$ cat config.mk
export PLATFORM = sky130hd
export DESIGN_NAME = mem_arbiter
export DESIGN_NICKNAME = d
export VERILOG_FILES = /design/src/rtl/mem_arbiter.sv
export SDC_FILE = /design/constraint.sdc
export NUM_CORES = 1
export LEC_CHECK = 0
export CORE_AREA = 2 2 120 122
export DETAILED_ROUTE_END_ITERATION = 7
export DIE_AREA = 0 0 122 124
export GPL_TIMING_DRIVEN = 1
export PLACE_DENSITY_LB_ADDON = 0.05
export SLEW_MARGIN = 20
export SYNTH_ARGS = -nofsm -noshare
export SYNTH_HDL_FRONTEND = slang
export SYNTH_SLANG_ARGS = --single-unit
$ cat constraint.sdc
create_clock -name clk -period 2.85 [get_ports clk]
set_clock_uncertainty 0.15 [all_clocks]
set_input_delay 0.7125 -clock clk [delete_from_list [all_inputs] [get_ports clk]]
set_output_delay 0.7125 -clock clk [all_outputs]
set_load 0.05 [all_outputs]
$ cat src/rtl/mem_arbiter.sv
// Purpose: round-robin arbiter letting fetch (m0) and LSU (m1) share one single-port RAM port.
// Latency: grant at the edge after valid, s_valid_o next cycle, m*_ready_o mirrors s_ready_i; 3 cycles/access min.
// Backpressure: requesters hold valid until their ready pulse; only one access is ever outstanding.
// Ports: clk/rst (sync, active-high); m0_*/m1_* requester valid/addr/wdata/we in, ready/rdata out;
//        s_* registered request toward RAM, s_ready_i/s_rdata_i completion from RAM.
module mem_arbiter #(
  parameter int ADDR_WIDTH = 32,
  parameter int DATA_WIDTH = 32
) (
  input  logic                    clk,
  input  logic                    rst,
  input  logic                    m0_valid_i,
  input  logic [ADDR_WIDTH-1:0]   m0_addr_i,
  input  logic [DATA_WIDTH-1:0]   m0_wdata_i,
  input  logic [DATA_WIDTH/8-1:0] m0_we_i,
  output logic                    m0_ready_o,
  output logic [DATA_WIDTH-1:0]   m0_rdata_o,
  input  logic                    m1_valid_i,
  input  logic [ADDR_WIDTH-1:0]   m1_addr_i,
  input  logic [DATA_WIDTH-1:0]   m1_wdata_i,
  input  logic [DATA_WIDTH/8-1:0] m1_we_i,
  output logic                    m1_ready_o,
  output logic [DATA_WIDTH-1:0]   m1_rdata_o,
  output logic                    s_valid_o,
  output logic [ADDR_WIDTH-1:0]   s_addr_o,
  output logic [DATA_WIDTH-1:0]   s_wdata_o,
  output logic [DATA_WIDTH/8-1:0] s_we_o,
  input  logic                    s_ready_i,
  input  logic [DATA_WIDTH-1:0]   s_rdata_i
);

  localparam int BE_WIDTH = DATA_WIDTH / 8;

  typedef enum logic [1:0] {
    IDLE,
    ISSUE,
    WAIT
  } state_t;

  state_t                state_q, state_d;
  // grant/last_grant encode the requester: 0 = m0, 1 = m1
  logic                  grant_q, grant_d;
  logic                  last_grant_q, last_grant_d;
  logic                  win;
  logic                  s_valid_d;
  logic [ADDR_WIDTH-1:0] s_addr_d;
  logic [DATA_WIDTH-1:0] s_wdata_d;
  logic [BE_WIDTH-1:0]   s_we_d;
  logic                  busy;

  always_ff @(posedge clk) begin
    if (rst) begin
      state_q      <= IDLE;
      grant_q      <= 1'b0;
      last_grant_q <= 1'b1;
      s_valid_o    <= 1'b0;
      s_addr_o     <= '0;
      s_wdata_o    <= '0;
      s_we_o       <= '0;
    end else begin
      state_q      <= state_d;
      grant_q      <= grant_d;
      last_grant_q <= last_grant_d;
      s_valid_o    <= s_valid_d;
      s_addr_o     <= s_addr_d;
      s_wdata_o    <= s_wdata_d;
      s_we_o       <= s_we_d;
    end
  end

  always_comb begin
    state_d      = state_q;
    grant_d      = grant_q;
    last_grant_d = last_grant_q;
    s_valid_d    = 1'b0;
    s_addr_d     = s_addr_o;
    s_wdata_d    = s_wdata_o;
    s_we_d       = s_we_o;
    win          = 1'b0;

    case (state_q)
      IDLE: begin
        // Only IDLE grants, so a requester's valid still high in its own
        // completion cycle can never cause a second, stale grant.
        if (m0_valid_i || m1_valid_i) begin
          if (m0_valid_i && m1_valid_i) begin
            win = ~last_grant_q;
          end else begin
            win = m1_valid_i;
          end
          grant_d      = win;
          last_grant_d = win;
          s_valid_d    = 1'b1;
          s_addr_d     = win ? m1_addr_i  : m0_addr_i;
          s_wdata_d    = win ? m1_wdata_i : m0_wdata_i;
          s_we_d       = win ? m1_we_i    : m0_we_i;
          state_d      = ISSUE;
        end
      end
      // A zero-latency RAM can complete in the same cycle as the request pulse.
      ISSUE:   state_d = s_ready_i ? IDLE : WAIT;
      WAIT:    if (s_ready_i) state_d = IDLE;
      default: state_d = IDLE;
    endcase
  end

  // Completions are forwarded only while an access is in flight; a ready
  // seen in IDLE (spurious, or left over from before a reset) is dropped.
  assign busy       = (state_q != IDLE);
  assign m0_ready_o = busy && s_ready_i && !grant_q;
  assign m1_ready_o = busy && s_ready_i &&  grant_q;
  assign m0_rdata_o = s_rdata_i;
  assign m1_rdata_o = s_rdata_i;

endmodule

==> results.sh <==
export IMPL_r2r_start="state_q[1]"
export IMPL_status="completed"
export IMPL_ys_seq_area_frac=0.378
export IMPL_top_level_ports=308
export IMPL_cts_hold_buf=0
export IMPL_critPathTopFamily="buffers and inverters"
export IMPL_n_antenna_cell=0
export IMPL_yosys_area_top_type="dfxtp_1"
export IMPL_numPortBuffers=211
export IMPL_synthesis_nets=646
export IMPL_yosysTopAreaCellShare=0.378
export IMPL_ant_nets=0
export IMPL_wl_per_cell_um=16.9
export IMPL_multi_input_area_mm2=0.00168
export IMPL_leakagePower_nw=2.16
export IMPL_fin_ws_ns=0.205
export IMPL_relSlewSlack=0.399
export IMPL_layout_nets=765
export IMPL_clk_latency_ns=0.33
export IMPL_dpl_cell_count=761
export IMPL_hp_class="reg2reg"
export IMPL_start_util=0.282
export IMPL_fin_crit_sh=0.928
export IMPL_numCtsBuffers=9
export IMPL_r2r_cells=3
export IMPL_cp_endpoint="m0_ready_o"
export IMPL_h_tree_depth=3
export IMPL_design_area_mm2=0.00590
export IMPL_gr_total_overflow=0
export IMPL_cts_setup_buffers=0
export IMPL_drv_slew=0
export IMPL_fmax_ghz=0.378
export IMPL_antenna_found_initial=0
export IMPL_vias=3816
export IMPL_post_place_ws_ns=0.0483
export IMPL_syn_inst=473
export IMPL_synth_seq_cells=73
export IMPL_crit_cells=3
export IMPL_mostFrequentLayoutCells="clkdlybuf4s50_1, nand2_1, dfxtp_1, a21oi_1, a311oi_1"
export IMPL_critPathMaxStageDelay_ns=0.51
export IMPL_tns_ns=0
export IMPL_yosys_cell_types_count=21
export IMPL_drv_cap=0
export IMPL_synth_warnings=0
export IMPL_syn_avg_cell_area_um2=8.17
export IMPL_fp_row_count=43
export IMPL_crit_buf_inv=2
export IMPL_cts_resized=0
export IMPL_timing_hold_ws_ns=0.363
export IMPL_drive_above_1_share=0.0771
export IMPL_die_area_mm2=0.0151
export IMPL_fp_dieH_um=124
export IMPL_grt_pass1_wl_um=19600
export IMPL_grt_pass1_vias=3745
export IMPL_layout_cells_non_filler=777
export IMPL_cp_end_kind="output port"
export IMPL_drc=0
export IMPL_cp_arrival_ns=1.78
export IMPL_via_per_inst=4.91
export IMPL_nFillCells=1407
export IMPL_syn_cell_area_mm2=0.00386
export IMPL_cp_max_fo=3
export IMPL_path_cells="clkdlybuf4s50_1 > nor3b_1 > buf_12"
export IMPL_die_x_um=122
export IMPL_r2r_end="s_addr_o[12]"
export IMPL_reg2reg_setup_slack_ns=1.02
export IMPL_routabilityCongestion=0.709
export IMPL_clkSlewWorstSetupHoldPaths_ns=0.06
export IMPL_clock_sinks=73
export IMPL_cp_start_kind="input port"
export IMPL_grt_start_max_net_pins=74
export IMPL_worstMarginPinSlew_ns=0.902
export IMPL_grtUsageTotal=0.168
export IMPL_dpl_cell_area_mm2=0.00560
export IMPL_drt_iter0_markers=177
export IMPL_setup_viol=0
export IMPL_slowest_stage="clkdlybuf4s50_1"
export IMPL_wl_um=13100
export IMPL_core_mm2=0.0137
export IMPL_path_class="in2out"
export IMPL_fin_crit_ns=2.65
export IMPL_dr_pass1_iters=4
export IMPL_synthToLayoutAreaGrowth_pct=52.6
export IMPL_ir_drop_mv=0.280
export IMPL_cp_required_ns=1.99
export IMPL_synth_area_top_cells="dfxtp_1, nand2_1, buf_4"
export IMPL_cp_startpoint="s_ready_i"
export IMPL_seq_area_mm2=0.00146
export IMPL_final_common_cell="clkdlybuf4s50_1"
export IMPL_powerDensity_mw_per_mm2=607
export IMPL_cts_buffer_depth=2
export IMPL_hpwl_um=8300
export IMPL_ctsRootBufferMaster="clkbuf_16"
export IMPL_rsz0062_at_grt="no"
export IMPL_hold_viol_final=0
export IMPL_tritoncts="done"
-- how the worst min path moves through the flow --
stage	startpoint	end	cells past startpoint
3_3_place_gp	s_wdata_o[23]	s_wdata_o[23]	2
2_1_floorplan	state_q[0]	state_q[1]	2
5_1_grt	s_wdata_o[21]	s_wdata_o[21]	2
6_report	s_wdata_o[23]	s_wdata_o[23]	2
4_1_cts	s_wdata_o[26]	s_wdata_o[26]	2
3_5_place_dp	s_wdata_o[26]	s_wdata_o[26]	2
-- flip-flops by register name, summed over array words and instances (netlist names) --
register      cells
grant_q           1
last_grant_q      1
s_we_o            4
s_wdata_o        32
s_addr_o         32
s_valid_o         1
state_q           2
-- logic make-up after synthesis --
kind of cell,count (synthesis),share of synthesized area
AOI/OAI and AO/OA,141,0.279
DFF,73,0.378
buffers and inverters,111,0.191
and+or+nand+nor,147,0.149
xor gates and xnor gates,1,0.00227
-- metal layers --
| metal | GRT usage | wire length, µm | vias to the layer above |
|---|---|---|---|
| li1 | - | - | 1845 |
| met1 | 0.196 | 5320 | 1795 |
| met2 | 0.286 | 6430 | 143 |
| met3 | 0.0435 | 1010 | 33 |
| met4 | 0.0826 | 329 | 0 |
| met5 | 0 | 0 | - |
-- synthesized netlist by cell type --
cell type and count:
and3b_1 1, nor3_1 1, nand2_1 138, a311oi_2 15, buf_4 68, nor3b_1 1, buf_1 1, clkbuf_1 28
or2_1 1, a21bo_2 2, and2_4 1, xnor2_1 1, dfxtp_1 73, nor2b_1 3, a221o_1 1, buf_6 8
buf_2 6, a311oi_1 53, nor2_1 1, a21oi_1 69, a21boi_2 1
-- worst min-delay path, cell delays in order (launching register included) --
cell,delay (ns)
dfxtp_1,0.31
a21oi_1,0.11
a311oi_1,0.05
-- where the power goes --
part / internal (W) / switching, W
logic: 0.000512 / 0.000756
registers: 0.00114 / 0.0000626
clock network: 0.000686 / 0.000423
-- area by class of cell --
cell class              count  area share
clock buffers              15      0.0488
clock inverters             1     0.00127
multi-input cells         289       0.284
flip-flops and latches     73       0.248
well taps                 180      0.0382
repair buffers            219       0.379
-- stage by stage --
| step | power (W) | utilization |
|---|---|---|
| CTS | 0.00364 | 0.430 |
| finish | 0.00358 | 0.430 |
| floorplan | 0.00224 | - |
| global route | 0.00376 | 0.430 |
| global placement | 0.00250 | 0.408 |
| detailed placement | 0.00251 | 0.408 |
Note: power is estimated with default switching activity, not from simulation.
